==> src/rtl/eight_way_grant_scheduler_pkg.sv <==
// Shared definitions for the eight-way grant scheduler.
// Holds the FSM state encoding and the default hold limit so that the
// RTL and anything that talks to it agree on the same values.
package eight_way_grant_scheduler_pkg;

  // Scheduler FSM states; encodings are fixed so external tools can
  // decode the state value consistently.
  typedef enum logic [1:0] {
    IDLE  = 2'd0,
    GRANT = 2'd1,
    GAP   = 2'd2
  } sched_state_t;

  // Default maximum number of consecutive grant cycles per tenure.
  localparam int MAX_HOLD_DEFAULT = 4;

  // Number of requesters served by the scheduler.
  localparam int NUM_REQ = 8;

endpackage

==> src/rtl/eight_way_grant_scheduler_demux.sv <==
// threeToEightDEMUX: 3-to-8 line decoder with active-low outputs.
// Behaves like a classic '138 part: one active-high enable and two
// active-low enables must all be asserted for a single output to go low.
//
// Ports:
//   g1  - active-high enable
//   g2a - active-low enable
//   g2b - active-low enable
//   S   - 3-bit select
//   D   - 8-bit active-low decoded output (all 1s when disabled)
module threeToEightDEMUX (
  input  logic       g1,
  input  logic       g2a,
  input  logic       g2b,
  input  logic [2:0] S,
  output logic [7:0] D
);

  // Drive the selected line low only when every enable is asserted.
  always_comb begin
    D = 8'hFF;
    if (g1 && !g2a && !g2b) begin
      D[S] = 1'b0;
    end
  end

endmodule

==> src/rtl/eight_way_grant_scheduler.sv <==
// eight_way_grant_scheduler: round-robin arbiter for eight requesters with
// a bounded tenure and a mandatory dead cycle between tenures.
//
// Ports:
//   clk       - single clock, rising-edge active
//   rst       - synchronous active-high reset
//   en        - scheduler enable; low blocks new grants and ends a tenure
//   req[7:0]  - active-high request lines, bit i is requester i
//   gnt_n     - active-low one-cold grant lines (8'hFF when nothing granted)
//   gnt_idx   - index of current grantee, meaningful while gnt_valid=1
//   gnt_valid - high while a grant is active
//   busy      - high while granting or in the dead cycle after a tenure
module eight_way_grant_scheduler
  import eight_way_grant_scheduler_pkg::*;
#(
  parameter int MAX_HOLD = MAX_HOLD_DEFAULT
) (
  input  logic       clk,
  input  logic       rst,
  input  logic       en,
  input  logic [7:0] req,
  output logic [7:0] gnt_n,
  output logic [2:0] gnt_idx,
  output logic       gnt_valid,
  output logic       busy
);

  // Last cycle count of a tenure; cnt reaches this value on the final
  // grant cycle, so a 4-bit counter never has to wrap.
  localparam logic [3:0] HOLD_LAST = 4'(MAX_HOLD - 1);

  sched_state_t state, state_next;
  logic [2:0]   ptr, ptr_next;
  logic [2:0]   idx_q, idx_next;
  logic [3:0]   cnt, cnt_next;

  logic         found;
  logic [2:0]   sel;

  // Round-robin search: the first set request at or above ptr, wrapping
  // 7->0. Scanning from the farthest offset down lets the nearest hit
  // overwrite earlier ones, so the closest requester to ptr wins.
  always_comb begin
    found = 1'b0;
    sel   = ptr;
    for (int k = NUM_REQ - 1; k >= 0; k--) begin
      if (req[ptr + 3'(k)]) begin
        found = 1'b1;
        sel   = ptr + 3'(k);
      end
    end
  end

  // Next-state logic. A tenure ends when the grantee drops its request,
  // the hold limit is reached, or the scheduler is disabled; the pointer
  // then moves one past the grantee so the next search starts there.
  // Other requesters' bits are only looked at during arbitration.
  always_comb begin
    state_next = state;
    ptr_next   = ptr;
    idx_next   = idx_q;
    cnt_next   = cnt;

    unique case (state)
      IDLE, GAP: begin
        if (en && found) begin
          state_next = GRANT;
          idx_next   = sel;
          cnt_next   = 4'd0;
        end else begin
          state_next = IDLE;
        end
      end

      GRANT: begin
        if (!req[idx_q] || (cnt == HOLD_LAST) || !en) begin
          state_next = GAP;
          ptr_next   = idx_q + 3'd1;
        end else begin
          cnt_next = cnt + 4'd1;
        end
      end

      default: begin
        state_next = IDLE;
      end
    endcase
  end

  // State register. Reset wins over everything, including mid-tenure.
  always_ff @(posedge clk) begin
    if (rst) begin
      state <= IDLE;
      ptr   <= 3'd0;
      idx_q <= 3'd0;
      cnt   <= 4'd0;
    end else begin
      state <= state_next;
      ptr   <= ptr_next;
      idx_q <= idx_next;
      cnt   <= cnt_next;
    end
  end

  // Outputs come purely from registered state, so gnt_n cannot glitch on
  // req or en changes.
  assign gnt_idx   = idx_q;
  assign gnt_valid = (state == GRANT);
  assign busy      = (state == GRANT) || (state == GAP);

  threeToEightDEMUX u_demux (
    .g1  (gnt_valid),
    .g2a (1'b0),
    .g2b (1'b0),
    .S   (idx_q),
    .D   (gnt_n)
  );

endmodule

==> config.mk <==
export PLATFORM = sky130hd
export DESIGN_NAME = eight_way_grant_scheduler
export DESIGN_NICKNAME = d
export VERILOG_FILES = /design/src/rtl/eight_way_grant_scheduler_pkg.sv /design/src/rtl/eight_way_grant_scheduler_demux.sv /design/src/rtl/eight_way_grant_scheduler.sv
export SDC_FILE = /design/constraint.sdc
export NUM_CORES = 1
export LEC_CHECK = 0
export CORE_MARGIN = 2
export CORE_UTILIZATION = 50
export DETAILED_ROUTE_END_ITERATION = 10
export MAX_ROUTING_LAYER = met4
export PLACE_DENSITY = 0.87
export SYNTH_ARGS = -nofsm -noshare
export SYNTH_HDL_FRONTEND = slang
export SYNTH_SLANG_ARGS = --single-unit
==> constraint.sdc <==
create_clock -name clk -period 3.5 [get_ports clk]
set_input_delay 0.7 -clock clk [delete_from_list [all_inputs] [get_ports clk]]
set_output_delay 0.7 -clock clk [all_outputs]
set_load 0.005 [all_outputs]
; After elaboration in Yosys (flattened, before gate mapping)
; Index checks and enable logic that the tools add are counted.
[totals]
ff_bits = 12
inputBits = 11
out_inout_bits = 13
[classes]
add_sub_neg = 9
n_lt_le_gt_ge = 10
eq_ne = 6
mux = 43
bitwise_logic = 1
n_reduce_logical = 13
[ops]
columns = op, count
row1 = 3-bit by 4-bit less-than comparator with 1-bit output (second input constant), 9
row2 = 1-bit binary-select mux with 3-bit select, 9
row3 = 3-bit two-way mux, 8
row4 = 1-bit two-way mux, 19
row5 = 3-bit adder (second input constant), 4
row6 = 4-bit two-way mux, 2
row7 = 8-bit two-way mux, 1
row8 = 8-bit NOT, 1
row9 = 4-bit one-hot mux with 2 select lines, 1
row10 = 3-bit by 1-bit adder with 3-bit output (second input constant), 2
row11 = 3-bit by 2-bit adder with 3-bit output (second input constant), 2
row12 = 4-bit by 1-bit adder with 4-bit output (second input constant), 1
row13 = 4-bit by 2-bit equality test with 1-bit output (second input constant), 1
row14 = 2-bit inequality test (second input constant), 2
row15 = 2-bit one-hot mux with 2 select lines, 1
row16 = 2-bit AND reduction, 2
row17 = 1-bit demux with 3-bit select, 1
row18 = 3-bit by 1-bit greater-or-equal comparator with 1-bit output (second input constant), 1
row19 = 1-bit logical OR, 3
row20 = 3-bit AND reduction, 1
row21 = 2-bit by 1-bit equality test with 1-bit output (second input constant), 1
row22 = 2-bit equality test (second input constant), 1
row23 = 1-bit logical AND, 2
row24 = 1-bit zero test, 2
row25 = other kinds (5), 5

; Depth between registers and ports, before layout
; Gate-level depths: netlist of the first run.
[logic_depth]
ltp_word = 14
mapped_depth = 13
mapped_depth_nobuf = 9

; Hierarchy
; From an unflattened synthesis of the first run, not the netlist that was laid out.
[hier_totals]
hier_cells = 199
area_unflattened_um2 = 1784.2
[by_module_without_submodules]
columns = module, instances, cells_per_inst, area_each_um2, seq_area_each_um2
row1 = eight_way_grant_scheduler, 1, 185, 1694.1, 240.2
row2 = threeToEightDEMUX, 1, 14, 90.1, 0.0

; Least setup slack after synthesis of the first run
; OpenSTA, ideal clock, no wires.
[synth_path]
kind = register to register
from = reg ptr[1]
to = reg idx_q[1] (netlist: gnt_idx[1])
setup_ns = 0.091
arrival_time_ns = 3.414
required_time_ns = 3.409
path_slack_ns = -0.005
stages_incl_launch_ff = 12
n_path_buf = 4
cell_sequence = dfxtp_1 -> buf_2 -> clkbuf_1 -> inv_1 -> ha_1 -> buf_6 -> clkbuf_1 -> mux4_2 -> mux2_2 -> o31a_1 -> or4_1 -> a311oi_1
[synth_between]
elab_chain_len = 13
word_cells_on_any_way = 41
[synth_rtl]
columns = element, line
row1 = from (decl), eight_way_grant_scheduler.sv:33  ; logic [2:0] ptr, ptr_next;
row2 = from (signal assigned), eight_way_grant_scheduler.sv:99  ; ptr <= ptr_next;
row3 = 3-bit adder, "eight_way_grant_scheduler.sv:47, eight_way_grant_scheduler.sv:49"
row4 = 1-bit binary-select mux with 3-bit select, eight_way_grant_scheduler.sv:47  ; if (req[ptr + 3'(k)]) begin
row5 = 1-bit two-way mux (not written as such), eight_way_grant_scheduler.sv:47
row6 = 1-bit two-way mux (8 in a row), eight_way_grant_scheduler.sv:47
row7 = 1-bit logical AND, eight_way_grant_scheduler.sv:66  ; if (en && found) begin
row8 = 2-bit AND reduction (no line), n/a
row9 = to (signal assigned), eight_way_grant_scheduler.sv:100  ; idx_q <= idx_next;
row10 = to (decl), eight_way_grant_scheduler.sv:34  ; logic [2:0] idx_q, idx_next;
; Several ways; a longest one is shown, not always the timed one. The select of a mux whose other input is x is not followed.
; A chain may end at the register's enable or synchronous reset.

; Final worst setup path of the first run
[layout_path]
from = reg ptr[1]
to = reg cnt[3]
[layout_between]
elab_chain_len = 14
word_cells_on_any_way = 34
[layout_rtl]
columns = element, line
row1 = 3-bit adder, eight_way_grant_scheduler.sv:47
row2 = 1-bit binary-select mux with 3-bit select, eight_way_grant_scheduler.sv:47
row3 = 1-bit two-way mux (not written as such), eight_way_grant_scheduler.sv:47
row4 = 1-bit two-way mux (7 in a row), eight_way_grant_scheduler.sv:47
row5 = 1-bit two-way mux *, eight_way_grant_scheduler.sv:47
row6 = 1-bit logical AND *, eight_way_grant_scheduler.sv:66
row7 = 2-bit inequality test (no line) *, n/a
row8 = 3-bit AND reduction (no line) *, n/a
row9 = to (signal assigned), eight_way_grant_scheduler.sv:101  ; cnt <= cnt_next;
row10 = to (decl), eight_way_grant_scheduler.sv:35  ; logic [3:0] cnt, cnt_next;
; Every way passes the cells marked *; elsewhere a longest branch is shown, timed or not. The select of a mux whose other input is x is not followed.

==> impl_metrics.csv, run 1 <==
group,metric,value,unit
status,outcome,"completed",
yosys,yosys_warnings,0,
timing,finalClockSkew,0.00466,ns
clock_network,clock_sinks,12,
clock_network,numCtsBuffers,3,
yosys,netlist_area,1750,sq um
worst_setup_path,critical_path_required,3.71,ns
place,hpwl,3460,um
timing,max_freq,301,MHz
floorplan,die_w,63.1,um
drt,vias,1806,
worst_setup_path,r2r_start,"ptr[1]$_SDFFE_PP0P_",
timing,rsz0062_at_grt,"false",
yosys,synth_edf_count,0,
flow_run,cap_violations,0,
floorplan,rows,21,
timing,hold_viol,0,
clock_network,clkSlewWorstSetupHoldPaths,0.08,ns
yosys,ys_seq_area_share,13.7,%
drt,first_pass_iters,4,
floorplan,coreArea,3340,sq um
floorplan,start_util,52.4,%
clock_network,cts_max_level,1,
drt,drt_wl_total,4590,um
final_layout,diodes,0,
timing,min_period,3.32,ns
pwr,power,0.000654,W
yosys,yosysMostFrequentCell,"nor2_1",
clock_network,ctsRootBufferMaster,"clkbuf_4",
clock_network,clockBufferDepth,2,
floorplan,die_h,63.1,um
yosys,syn_inst,216,
yosys,yosys.area.top_type,"mux4_2",
worst_setup_path,cp.arrival,3.52,ns
drt,avgViaCountPerCell,6.43,
place,gp_congestion,0.899,
clock_network,cts_hold_buf,0,
yosys,netlist.area_leader.share,15.5,%
clock_network,worstSkewPairLatency,0.28,ns
global_routing,antenna_found_initial,0,
worst_hold_path,hp-start,"cnt[3]$_SDFFE_PP0P_",
timing,worst_pin_slew,0.596,ns
drt,wl_per_cell,16.3,um
final_layout,layout-drive-gt1-share,17.4,%
clock_network,cts_tree,"built",
final_layout,fin_cells,281,
drt,drt_iter0_markers,122,
yosys,ys_top_cells_by_count,"25 x nor2_1, 18 x nand2_1, 14 x a21oi_1, 13 x mux2i_1",
worst_hold_path,hold_path_end,"cnt[3]$_SDFFE_PP0P_",
drt,ant_nets,0,
worst_hold_path,hold_path_depth,2,
clock_network,post-cts-setup-buffers,0,
place,portBuffers,23,
worst_setup_path,r2r_cells,9,
final_layout,nNetsFinal,255,
worst_setup_path,end_kind,"flop",
global_routing,track_usage,24.4,%
pwr,peakVddDrop,0.000177,V
worst_setup_path,cp_max_fo,12,
yosys,async_reset_ff_share,0,%
global_routing,grt_pass1_vias,1618,
global_routing,grt.overflow.total,0,
yosys,avgSynthCellArea,8.09,sq um
timing,fin_setup_tns,0,ns
global_routing,grt_pass1_wl,7680,um
pwr,p_leak,0.740,nW
worst_setup_path,cp-start-kind,"flop",
timing,final.period_utilization,94.8,%
floorplan,pin_count,24,
pwr,powerDensity,317,nW/um^2
worst_setup_path,crit_type,"reg -> reg",
timing,setup_violations,0,
yosys,yosys_most_used_dff,"dfxtp_1",
drt,drc,0,
yosys,synth-seq-cells,12,
yosys,synth_nets,235,
timing,max-slew-margin-rel,60.2,%
timing,slew_violations,0,
yosys,yosys.cell_types.count,47,
worst_hold_path,worst_hold_path_type,"reg -> reg",
clock_network,cts_repair_resize_count,0,
final_layout,area_growth_syn_to_layout,18.1,%
place,dp.cells,277,
worst_setup_path,rr_endpoint,"cnt[3]$_SDFFE_PP0P_",
floorplan,die_area,3980,sq um
global_routing,grt_max_degree,26,
yosys,netlist_top_cells_area,"mux4_2 15%, dfxtp_1 14%, mux2_2 7.7%",
worst_setup_path,rrSetupSlack,0.18,ns
[kinds of logic after synthesis]
logic type	share of synthesized area (%)
AO/OA/AOI/OAI	19.7
XOR/XNOR	1.50
adder cells (fa/ha/maj)	5.73
buffers and inverters	7.09
flip-flops	13.7
multiplexers	30.6
AND/OR/NAND/NOR	21.6
[metrics by stage]
step	setup WS, ns	hold slack (ns)	cell area, sq um	utilization, %
2_1_floorplan	0.0961	0.462	1750	-
3_3_place_gp	0.141	0.480	2030	60.8
3_5_place_dp	0.0491	0.488	2030	60.8
4_1_cts	0.227	0.499	2060	61.9
5_1_grt	0.0532	0.560	2060	61.9
6_report	0.183	0.502	2060	61.9
[power breakdown]
| group | switching [W] | leakage [nW] | total, W | internal (W) |
|---|---|---|---|---|
| sequential | 0.0000238 | 0.0979 | 0.000170 | 0.000146 |
| clock | 0.0000475 | 0.0210 | 0.000111 | 0.0000633 |
| combinational | 0.000192 | 0.621 | 0.000373 | 0.000181 |
| total | 0.000263 | 0.740 | 0.000654 | 0.000391 |
[registers in the layout, summed over array words and instances (netlist names)]
signal,cells
ptr,3
cnt,4
state,2
gnt_idx,3
[cell usage in the layout, fill, tap and decap left out, drive strengths merged, types with 2 or more instances in the layout]
master and n:
o311ai 2, nor3 2, and3 2, nand2b 5
a311o 2, a221oi 2, a22oi 4, clkbuf 4
inv 9, xor2 3, a21oi 14, mux2 12
nand2 18, nand3 7, nor2b 7, a211oi 5
mux4 12, nor2 25, dfxtp 12, a311oi 2
mux2i 13, or4 2, nand4 4, buf 11
a31oi 3, o21ai 6, and2 2, ha 8
clkdlybuf4s50 23
[area by class of cell]
cell class | instances | area, sq um
clock buffers | 4 | 36.3
well taps | 46 | 57.6
repair buffers | 34 | 313
flip-flops and latches | 12 | 240
fillers | 304 | 1270
inverters | 9 | 33.8
multi-input cells | 176 | 1380
[how the worst max path moves through the flow]
stage,startpoint,end,cells after the start
CTS,ptr[1]$_SDFFE_PP0P_,cnt[3]$_SDFFE_PP0P_,9
finish,ptr[1]$_SDFFE_PP0P_,cnt[3]$_SDFFE_PP0P_,9
global placement,req[4],cnt[3]$_SDFFE_PP0P_,8
detailed placement,req[4],cnt[3]$_SDFFE_PP0P_,8
global route,ptr[1]$_SDFFE_PP0P_,cnt[3]$_SDFFE_PP0P_,9
floorplan,ptr[1]$_SDFFE_PP0P_,cnt[3]$_SDFFE_PP0P_,12
[worst max-delay path: stages (launching register included)]
cell and delay (ns):
dfxtp_1 0.33, inv_1 0.12, ha_1 0.65, mux2i_1 0.20
mux4_2 0.51, a22o_1 0.25, nor2b_1 0.13, a311o_1 0.44
or4_1 0.50, a21oi_1 0.13
[routing by layer]
metal / GRT usage (%) / wire [um] / vias to the layer above
li1: - / - / 854
met1: 31.7 / 1870 / 844
met2: 37.5 / 2220 / 92
met3: 4.64 / 385 / 16
met4: 9.72 / 122 / 0
met5: - / 0 / -
Power figures use the tool's default switching activity.
==> inputs of run 2 (changes only) <==
--- a/config.mk
+++ b/config.mk
@@ -7,6 +7,7 @@
 export LEC_CHECK = 0
 export CORE_MARGIN = 2
 export CORE_UTILIZATION = 50
+export CTS_CLUSTER_SIZE = 40
 export DETAILED_ROUTE_END_ITERATION = 10
 export MAX_ROUTING_LAYER = met4
 export PLACE_DENSITY = 0.87
==> results of run 2 <==
Same layout as run 1: the final DEF is identical, and so are final timing and power.
==> inputs of run 3 (changes only) <==
--- a/config.mk
+++ b/config.mk
@@ -5,7 +5,6 @@
 export SDC_FILE = /design/constraint.sdc
 export NUM_CORES = 1
 export LEC_CHECK = 0
-export CORE_MARGIN = 2
 export CORE_UTILIZATION = 50
 export CTS_CLUSTER_SIZE = 40
 export DETAILED_ROUTE_END_ITERATION = 10
==> run 3 against run 2 <==
Against the previous run:
- count of clock-buffer cells in the layout is 1 lower
- sequential share of layout area about the same
- sequential power about the same
- cell area barely moved
- global-route usage up 1.6 points
- clock power is 23% lower
- register-to-register slack is essentially flat
- combinational power is essentially flat
- critical endpoint unchanged
- largest power group unchanged
- highest routed layer unchanged
==> impl_metrics.csv, run 3 (synthesized netlist as in run 1, its figures left out) <==
group,metric,value,unit
status,outcome,"completed",
clock_network,post-cts-setup-buffers,0,
global_routing,antenna_found_initial,0,
worst_setup_path,rr_endpoint,"cnt[3]$_SDFFE_PP0P_",
pwr,p_leak,0.742,nW
final_layout,layout-drive-gt1-share,17.8,%
pwr,p_sw,0.000258,W
final_layout,fill_cells,300,
worst_setup_path,rrSetupSlack,0.19,ns
place,dp.cells,279,
drt,drc,0,
global_routing,grt_pass1_vias,1612,
clock_network,cts_max_level,1,
worst_setup_path,cp-start-kind,"flop",
global_routing,track_usage,26.0,%
floorplan,die_area,3740,sq um
floorplan,die_w,61.1,um
global_routing,grt.overflow.total,0,
clock_network,clkSlewWorstSetupHoldPaths,0.07,ns
timing,worst_pin_slew,0.604,ns
clock_network,numCtsBuffers,3,
drt,wl_per_cell,15.6,um
floorplan,rows,21,
pwr,p_sw_share,41.0,%
timing,fin_setup_tns,0,ns
pwr,power,0.000630,W
timing,setup_violations,0,
drt,ant_nets,0,
place,gp_congestion,0.968,
pwr,combPwrFrac,59.3,%
timing,finalClockSkew,0.00228,ns
final_layout,fin_cells,282,
global_routing,grt_pass1_wl,7160,um
clock_network,worstSkewPairLatency,0.28,ns
worst_setup_path,critical_path_required,3.71,ns
worst_hold_path,worst_hold_path_type,"reg -> reg",
clock_network,cts_tree,"built",
flow_run,cap_violations,0,
clock_network,cts_hold_buf,0,
final_layout,area_growth_syn_to_layout,18.2,%
worst_setup_path,startpoint,"ptr[1]$_SDFFE_PP0P_",
final_layout,top_register,"cnt",
worst_setup_path,end_kind,"flop",
pwr,clockPowerShare,13.6,%
clock_network,ctsRootBufferMaster,"clkbuf_4",
pwr,powerDensity,305,nW/um^2
final_layout,final_common_cell,"nor2_1",
final_layout,diodes,0,
worst_setup_path,cp_max_fo,12,
worst_setup_path,r2r_cells,9,
timing,slew_violations,0,
timing,max_freq,302,MHz
final_layout,largest_reg_flops,4,
clock_network,clockBufferDepth,2,
worst_setup_path,crit_type,"reg -> reg",
final_layout,nNetsFinal,257,
drt,drt_wl_total,4390,um
final_layout,mostFrequentLayoutCells,"25 x nor2_1, 23 x clkdlybuf4s50_1, 18 x nand2_1",
worst_setup_path,r2r_start,"ptr[1]$_SDFFE_PP0P_",
timing,final.period_utilization,94.6,%
drt,drt_iter0_markers,83,
drt,first_pass_iters,4,
worst_hold_path,hp-start,"cnt[1]$_SDFFE_PP0P_",
worst_setup_path,cp-endpoint,"cnt[3]$_SDFFE_PP0P_",
timing,hold_viol,0,
global_routing,grt_max_degree,26,
pwr,intPower,0.000372,W
clock_network,cts_repair_resize_count,0,
timing,rsz0062_at_grt,"false",
timing,min_period,3.31,ns
final_layout,final_cell_area,2070,sq um
floorplan,die_h,61.1,um
timing,fin_hold_ws,0.514,ns
floorplan,start_util,52.4,%
place,hpwl,3450,um
worst_setup_path,cp.arrival,3.52,ns
floorplan,pin_count,24,
drt,vias,1764,
drt,avgViaCountPerCell,6.26,
clock_network,clock_sinks,12,
floorplan,coreArea,3340,sq um
place,portBuffers,23,
place,place_area,2040,sq um
pwr,seqPwrFrac,27.1,%
timing,max-slew-margin-rel,59.6,%
pwr,peakVddDrop,0.000192,V
## run 3: cell types whose count changed in the layout (fill, tap and decap cells not counted), sizes merged
cell    previous run  this run
clkbuf             4         3
buf               11        13
## run 3: area by class of cell
cell class,count,area [sq um],share of cell area [%]
Tap cell,46,57.6,2.79
Timing Repair Buffer,36,328,15.9
Inverter,9,33.8,1.64
Multi-Input combinational cell,176,1380,67.0
Sequential cell,12,240,11.6
Clock buffer,3,22.5,1.09
## run 3: through the flow
stage	utilization (%)	setup slack (ns)
CTS	61.9	0.220
detailed placement	61.2	0.118
global placement	61.2	0.191
finish	61.9	0.190
global route	61.9	0.0221
floorplan	-	0.0961
## run 3: worst min-delay path by stage
stage                                      to  depth (start not counted)  slack (ns)
after global placement    cnt[3]$_SDFFE_PP0P_                          2        0.49
after CTS                 cnt[3]$_SDFFE_PP0P_                          2        0.52
after global routing      cnt[3]$_SDFFE_PP0P_                          2        0.55
final                     cnt[1]$_SDFFE_PP0P_                          2        0.51
after floorplan           cnt[3]$_SDFFE_PP0P_                          2        0.46
after detailed placement  cnt[3]$_SDFFE_PP0P_                          2        0.50
## run 3: per-layer routing
metal	track usage [%]	wire length (um)	vias up	part of all wire (%)
met5	-	0	-	0
met4	7.14	55	0	1.3
met3	5.04	281	8	6.4
met2	40.8	2160	67	49
met1	34.1	1890	829	43
li1	-	-	860	-
## run 3: critical path: stages, from the launching register on
cell and delay, ns:
dfxtp_1 0.33, inv_1 0.13, ha_1 0.66, mux2i_1 0.23, mux4_2 0.49, a22o_1 0.24, nor2b_1 0.13, a311o_1 0.42
or4_1 0.48, a21oi_1 0.12
## run 3: power groups by stage
stage	sequential [W]	combinational, W	clock [W]
finish	0.000170	0.000374	0.0000856
floorplan	0.000156	0.000286	0
detailed placement	0.000174	0.000369	0
global placement	0.000173	0.000359	0
CTS	0.000171	0.000369	0.0000856
global route	0.000173	0.000406	0.0000936
